## src/rtl/shadow_regfile.sv

```systemverilog
// rtl/shadow_regfile.sv - LED timing register file with staged/active register sets
//
// Define SHADOW_REGFILE_DBUF_EN to build the double-buffered variant. Without it,
// register writes land directly in the active set and no staging storage exists.
//
// Ports:
//   clk_i          - clock, rising edge
//   rst_i          - synchronous active-high reset
//   reg_rd_addr_i  - read address (0..7)
//   reg_wr_en_i    - write strobe
//   reg_wr_addr_i  - write address (0..7)
//   reg_wr_data_i  - write data
//   frame_idle_i   - output engine is between frames
//   reg_t0h_time_o - active T0 high time
//   reg_t0s_time_o - active T0 high + low time
//   reg_t1h_time_o - active T1 high time
//   reg_t1s_time_o - active T1 high + low time
//   reg_chan_len_o - active channel length
//   reg_chan_cnt_o - active channel count
//   reg_update_o   - one-cycle pulse after the active set changes
//   reg_rd_data_o  - registered read data

module shadow_regfile #(
    parameter int DATA_W   = 8,
    parameter int CHAN_NUM = 16,
    localparam int CNT_W   = (CHAN_NUM > 1) ? $clog2(CHAN_NUM) : 1
) (
    input  logic              clk_i,
    input  logic              rst_i,
    input  logic [2:0]        reg_rd_addr_i,
    input  logic              reg_wr_en_i,
    input  logic [2:0]        reg_wr_addr_i,
    input  logic [DATA_W-1:0] reg_wr_data_i,
    input  logic              frame_idle_i,
    output logic [DATA_W-1:0] reg_t0h_time_o,
    output logic [DATA_W:0]   reg_t0s_time_o,
    output logic [DATA_W-1:0] reg_t1h_time_o,
    output logic [DATA_W:0]   reg_t1s_time_o,
    output logic [DATA_W-1:0] reg_chan_len_o,
    output logic [CNT_W-1:0]  reg_chan_cnt_o,
    output logic              reg_update_o,
    output logic [DATA_W-1:0] reg_rd_data_o
);

    localparam logic [2:0] ADDR_T0H  = 3'd0;
    localparam logic [2:0] ADDR_T0L  = 3'd1;
    localparam logic [2:0] ADDR_T1H  = 3'd2;
    localparam logic [2:0] ADDR_T1L  = 3'd3;
    localparam logic [2:0] ADDR_LEN  = 3'd4;
    localparam logic [2:0] ADDR_CNT  = 3'd5;
    localparam logic [2:0] ADDR_CTRL = 3'd6;

    logic [DATA_W-1:0] act_t0h, act_t0l, act_t1h, act_t1l, act_len;
    logic [CNT_W-1:0]  act_cnt;
    logic              update_q;

    // Values seen by register reads of addresses 0-5.
    logic [DATA_W-1:0] src_t0h, src_t0l, src_t1h, src_t1l, src_len;
    logic [CNT_W-1:0]  src_cnt;
    logic              status_pending;

`ifdef SHADOW_REGFILE_DBUF_EN
    logic [DATA_W-1:0] st_t0h, st_t0l, st_t1h, st_t1l, st_len;
    logic [CNT_W-1:0]  st_cnt;
    logic              pending;
    logic              copy;
    logic              commit_req;

    assign copy       = pending && frame_idle_i;
    assign commit_req = reg_wr_en_i && (reg_wr_addr_i == ADDR_CTRL) && reg_wr_data_i[0];

    always_ff @(posedge clk_i) begin
        if (rst_i) begin
            st_t0h <= '0;
            st_t0l <= '0;
            st_t1h <= '0;
            st_t1l <= '0;
            st_len <= '0;
            st_cnt <= '0;
        end else if (reg_wr_en_i) begin
            case (reg_wr_addr_i)
                ADDR_T0H: st_t0h <= reg_wr_data_i;
                ADDR_T0L: st_t0l <= reg_wr_data_i;
                ADDR_T1H: st_t1h <= reg_wr_data_i;
                ADDR_T1L: st_t1l <= reg_wr_data_i;
                ADDR_LEN: st_len <= reg_wr_data_i;
                ADDR_CNT: st_cnt <= reg_wr_data_i[CNT_W-1:0];
                default:  ;
            endcase
        end
    end

    // The copy samples staging before this edge's write, so a same-edge write stays staged.
    always_ff @(posedge clk_i) begin
        if (rst_i) begin
            act_t0h <= '0;
            act_t0l <= '0;
            act_t1h <= '0;
            act_t1l <= '0;
            act_len <= '0;
            act_cnt <= '0;
        end else if (copy) begin
            act_t0h <= st_t0h;
            act_t0l <= st_t0l;
            act_t1h <= st_t1h;
            act_t1l <= st_t1l;
            act_len <= st_len;
            act_cnt <= st_cnt;
        end
    end

    // A fresh request on the copy edge takes priority so it is not lost.
    always_ff @(posedge clk_i) begin
        if (rst_i) begin
            pending  <= 1'b0;
            update_q <= 1'b0;
        end else begin
            update_q <= copy;
            if (commit_req) begin
                pending <= 1'b1;
            end else if (copy) begin
                pending <= 1'b0;
            end
        end
    end

    assign src_t0h        = st_t0h;
    assign src_t0l        = st_t0l;
    assign src_t1h        = st_t1h;
    assign src_t1l        = st_t1l;
    assign src_len        = st_len;
    assign src_cnt        = st_cnt;
    assign status_pending = pending;
`else
    logic cfg_write;

    assign cfg_write = reg_wr_en_i && (reg_wr_addr_i <= ADDR_CNT);

    always_ff @(posedge clk_i) begin
        if (rst_i) begin
            act_t0h  <= '0;
            act_t0l  <= '0;
            act_t1h  <= '0;
            act_t1l  <= '0;
            act_len  <= '0;
            act_cnt  <= '0;
            update_q <= 1'b0;
        end else begin
            update_q <= cfg_write;
            if (reg_wr_en_i) begin
                case (reg_wr_addr_i)
                    ADDR_T0H: act_t0h <= reg_wr_data_i;
                    ADDR_T0L: act_t0l <= reg_wr_data_i;
                    ADDR_T1H: act_t1h <= reg_wr_data_i;
                    ADDR_T1L: act_t1l <= reg_wr_data_i;
                    ADDR_LEN: act_len <= reg_wr_data_i;
                    ADDR_CNT: act_cnt <= reg_wr_data_i[CNT_W-1:0];
                    default:  ;
                endcase
            end
        end
    end

    assign src_t0h        = act_t0h;
    assign src_t0l        = act_t0l;
    assign src_t1h        = act_t1h;
    assign src_t1l        = act_t1l;
    assign src_len        = act_len;
    assign src_cnt        = act_cnt;
    assign status_pending = 1'b0;
`endif

    logic [DATA_W-1:0] rd_next;

    always_comb begin
        rd_next = '0;
        case (reg_rd_addr_i)
            ADDR_T0H: rd_next = src_t0h;
            ADDR_T0L: rd_next = src_t0l;
            ADDR_T1H: rd_next = src_t1h;
            ADDR_T1L: rd_next = src_t1l;
            ADDR_LEN: rd_next = src_len;
            ADDR_CNT: rd_next[CNT_W-1:0] = src_cnt;
            ADDR_CTRL: rd_next = '0;
            default: begin
                rd_next[0] = status_pending;
                rd_next[1] = frame_idle_i;
            end
        endcase
    end

    always_ff @(posedge clk_i) begin
        if (rst_i) begin
            reg_rd_data_o <= '0;
        end else begin
            reg_rd_data_o <= rd_next;
        end
    end

    assign reg_t0h_time_o = act_t0h;
    assign reg_t0s_time_o = {1'b0, act_t0h} + {1'b0, act_t0l};
    assign reg_t1h_time_o = act_t1h;
    assign reg_t1s_time_o = {1'b0, act_t1h} + {1'b0, act_t1l};
    assign reg_chan_len_o = act_len;
    assign reg_chan_cnt_o = act_cnt;
    assign reg_update_o   = update_q;

endmodule
```

## config.mk

```make
export PLATFORM = sky130hd
export DESIGN_NAME = shadow_regfile
export DESIGN_NICKNAME = d
export VERILOG_FILES = /design/src/rtl/shadow_regfile.sv
export SDC_FILE = /design/constraint.sdc
export NUM_CORES = 1
export LEC_CHECK = 0
export CORE_UTILIZATION = 45
export DETAILED_ROUTE_END_ITERATION = 7
export PLACE_DENSITY_LB_ADDON = 0.3
export SETUP_SLACK_MARGIN = 0.1
export SYNTH_ARGS = -nofsm -noshare
export SYNTH_HDL_FRONTEND = slang
export SYNTH_SLANG_ARGS = --single-unit
```

## constraint.sdc

```tcl
create_clock -name clk_i -period 3 [get_ports clk_i]
set_clock_uncertainty 0.05 [all_clocks]
set_input_delay 0.6 -clock clk_i [delete_from_list [all_inputs] [get_ports clk_i]]
set_output_delay 0.6 -clock clk_i [all_outputs]
set_load 0.03 [all_outputs]
```

==> summary.md <==
| Metric | Value |
|---|---|
| LEAKAGE | around 1.4 nW |
| Mux cell area share after synthesis | under 10% |
| Dpl cells | 472 |
| CP Launch Type | register |
| CTS tree | yes |
| CTS sink cnt | between 50 and 60 |
| First-pass GRT wire length | 12000 microns |
| CP endpoint kind | output port |
| Reg power frac | 53.0% |
| Vias in the first global route | about 2400 |
| Aggregate global-route resource usage | between 20% and 30% |
| Met2 wire len | between 3000 and 4000 microns |
| Class of the most critical setup path | register to output port |
| Register area share after synthesis | a little under two fifths |
| Met1 WL | 3280 microns |
| Crit path to | reg_t1s_time_o[6] |
| XOR/XNOR share of the synthesized area | 3.77% |
| Clock network fraction of design power | a little under a third |
| Switching Power | approximately 370 uW |
| Crit-path slowest cell | fa_2 |
| Unique masters post-synth | 39 |
| Rel. slew slack | between 50 and 60% |
| Worst VDD drop | ~270 uV |
| Highest routed layer | met4 |
| Data required, critical path | approximately 2400 ps |
| Crit-path max FO | 4 |
| Syn Inst Count | about 330 |
| Remaining DRCs | 0 |
| Hold crit path type | register to register |
| RSZ-0062 raised after global routing | yes |
| Worst setup startpoint | reg_t1h_time_o[0]$_SDFFE_PP0P_ |
| Reg2reg end | reg_rd_data_o[1]$_SDFF_PP0_ |
| Fmax | ~350 MHz |
| Outcome | completed |
| Htree depth | 2 |
| Die ar. | 0.00652 sq mm |
| Total power | roughly 1.4 mW |
| R2r startpoint | reg_t1h_time_o[1]$_SDFFE_PP0P_ |
| Routed WL | around 7500 microns |
| Period utilization | between 90% and 100% |
| Main combinational cell family by area after synthesis | simple AND/OR/NAND/NOR gates |
| Initial drt markers | approximately 130 |
| Sw Ratio | 26.6% |
| Clk_lat worst skew | around 310 ps |
| Number of CTS-inserted buffers | 5 |
| Non-Filler Instances | between 400 and 500 |
| Die Wd | 80.7 microns |
| # IOs | between 70 and 80 |
| R2R Setup Slk | between 1500 and 2000 ps |
| CP cell instances | ha_2 -> fa_2 -> a21o_1 -> a221o_1 -> a21oi_2 -> xnor2_1 -> buf_4 |
| WHS | between 400 and 500 ps |
| Int Power | about 1.0 mW |
| Min Tclk post-route | between 2000 and 3000 ps |
| Met3 routed WL | 481 microns |
| Wirelength per Cell | 15.6 microns |
| CP arrival | 2210 ps |
| Initial core utilization | between 40 and 50% |
| Number of synthesized flops with an enable pin | 0 |
| Synthesized-area fraction occupied by adder cells | ~8.6% |
| Hold Buf Count CTS | 0 |
| Pins Over Slew Limit | 0 |
| Post-detail-place hpwl | roughly 5600 microns |
| Layout area overhead | 32.9% |
| Bufs on Longest Clock Path | 2 |
| Worst-path clk slew | roughly 90 ps |
| Pin count of the biggest net entering global routing | 34 |
| Async set-or-reset flop fraction in the synthesized netlist | 0% |
| Fin Setup TNS | 0 ps |
| Top_reg_cell synth | dfxtp_1 |
| Post-layout nets | between 400 and 500 |
| Die Y | 80.7 microns |
| Comb pwr share | ~15% |
| Vias | 2654 |
| Root buffer cell | clkbuf_8 |
| Gr ovfl total | 0 |
| Final hold violation count | 0 |
| Max Cap Violations | 0 |
| GPL Wtd Cong | just over 0.9 |
| CP max stage delay | ~360 ps |
| R2R cell count | 4 |
| FP Rows | 28 |
| ANT nets after route | 0 |
| Flops & latches, synth | 53 |
| ANT cells | 0 |
| Initial antenna violation count | 0 |
| Syn Nets | between 300 and 400 |
| Mean Syn Cell Area | approximately 8.4 sq um |
| Post-synthesis simple-gate area fraction | 19.6% |
| Yosys warning count | 0 |
| Share of layout cells above drive strength 1 | 11.3% |
| Port bufs | 72 |
| Drt via density | between 5 and 6 |
| Setup-violating endpoint count in the final report | 0 |
| Core area | about 0.0060 sq mm |
| Synth Area in Compound Gates | about a fifth |
| Power per standard cell area | ~370 mW/mm^2 |
| Mapped Area | around 0.0028 sq mm |
| TritonRoute pass-1 iters | 4 |
| Worst Max-Slew Pin Slew | between 700 and 800 ps |
[flip-flops by register name, summed over array words and instances, names as in the netlist]
name            cells
reg_rd_data_o       8
reg_chan_len_o      8
act_t0l             8
reg_t1h_time_o      8
act_t1l             8
reg_update_o        1
reg_t0h_time_o      8
reg_chan_cnt_o      4
[layout by cell type (no fill, tap or decap), types with 2 or more instances in the layout]
cell type        instances
o22a_1                   4
a21oi_2                  4
clkbuf_8                 7
a21o_1                   2
dlygate4sd2_1            4
nor2_1                  20
a221o_1                  2
o22ai_1                  2
nand2b_1                 2
nor2b_1                  7
clkbuf_2                 2
fa_2                     2
dfxtp_2                  3
ha_1                    14
a22oi_1                  9
mux2i_1                  7
o211ai_1                 3
a211o_1                  2
mux4_2                   3
nand3_1                  5
xor2_1                   2
clkdlybuf4s50_1         60
mux2_2                   8
dfxtp_1                 50
and2_1                   3
xnor2_1                 10
a21oi_1                 48
nor3_2                   2
clkdlybuf4s15_1          2
o21a_1                   4
nand2_1                 85
inv_1                    6
buf_4                   10
o221ai_1                 2
[layer usage]
metal / vias to the layer above / track usage (%)
li1: 1312 / -
met2: 96 / 41.4
met4: 0 / 8.04
met1: 1233 / 30.6
met3: 13 / 4.27
met5: - / 0
[logic make-up after synthesis]
kind of cell / Yosys count
DFF: 53
buffers and inverters: 17
adders and majority gates: 18
AOI/OAI and AO/OA: 86
and+or+nand+nor: 128
muxes: 18
xor gates and xnor gates: 12
[worst max-delay path, delay by kind of cell (launching register included)]
kind | cells | cell delay [ps]
compound gates | 3 | 700
flops | 1 | 340
fa+ha+maj | 2 | 550
buf+inv | 1 | 180
xor+xnor | 1 | 140
[cell usage after synthesis (4+ instances only)]
cell type / n / area, sq um
nor2_1: 20 / 75.1
a22oi_1: 9 / 67.6
o21a_1: 4 / 30.0
nor2b_1: 7 / 43.8
ha_1: 16 / 200
clkbuf_1: 5 / 18.8
o22a_1: 4 / 35.0
nand3_1: 5 / 25.0
dfxtp_1: 53 / 1060
xnor2_1: 10 / 87.6
mux2_2: 8 / 90.1
mux2i_1: 7 / 70.1
nand2_1: 85 / 319
inv_1: 6 / 22.5
a21oi_1: 52 / 260
[what timing repair did]
action,CTS,global route
gates cloned,0,0
setup endpoints to repair,11,9
resized for setup,10,16
pin swaps,0,7
setup buffers,0,2
hold endpoints to repair,0,0
[worst min-delay path by stage]
stage | start | to | slack (ps) | depth (start not counted)
after floorplan | act_t1l[0]$_SDFFE_PP0P_ | act_t1l[0]$_SDFFE_PP0P_ | 400 | 2
after global placement | act_t1l[3]$_SDFFE_PP0P_ | act_t1l[3]$_SDFFE_PP0P_ | 410 | 2
after detailed placement | act_t1l[3]$_SDFFE_PP0P_ | act_t1l[3]$_SDFFE_PP0P_ | 420 | 2
after CTS | act_t1l[3]$_SDFFE_PP0P_ | act_t1l[3]$_SDFFE_PP0P_ | 430 | 2
after global routing | act_t0l[3]$_SDFFE_PP0P_ | act_t0l[3]$_SDFFE_PP0P_ | 450 | 2
final | reg_t1h_time_o[0]$_SDFFE_PP0P_ | reg_t1h_time_o[0]$_SDFFE_PP0P_ | 430 | 2
[power groups by stage]
stage / Clock [mW] / Combinational [mW] / Sequential (mW)
2_1_floorplan: 0 / 0.104 / 0.763
3_3_place_gp: 0 / 0.209 / 0.747
3_5_place_dp: 0 / 0.212 / 0.747
4_1_cts: 0.441 / 0.210 / 0.731
5_1_grt: 0.467 / 0.227 / 0.733
6_report: 0.435 / 0.212 / 0.731
[final cells by class]
class | count | area, sq um
Clock buffer | 7 | 96.3
Sequential cell | 53 | 1060
Clock inverter | 1 | 5.00
Multi-Input combinational cell | 262 | 1680
Timing Repair Buffer | 78 | 741
Inverter | 6 | 22.5
Tap cell | 75 | 93.8
Fill cell | 555 | 2250
[stage by stage]
stage / setup WS, ps / utilization [%] / instance area [sq um]
final: 135 / 62.2 / 3710
after global routing: 36.6 / 62.2 / 3710
after CTS: 94.8 / 61.5 / 3660
after detailed placement: 144 / 59.9 / 3570
after global placement: 182 / 59.9 / 3570
after floorplan: 318 / - / 2790
Note: power is estimated with default switching activity, not from simulation.
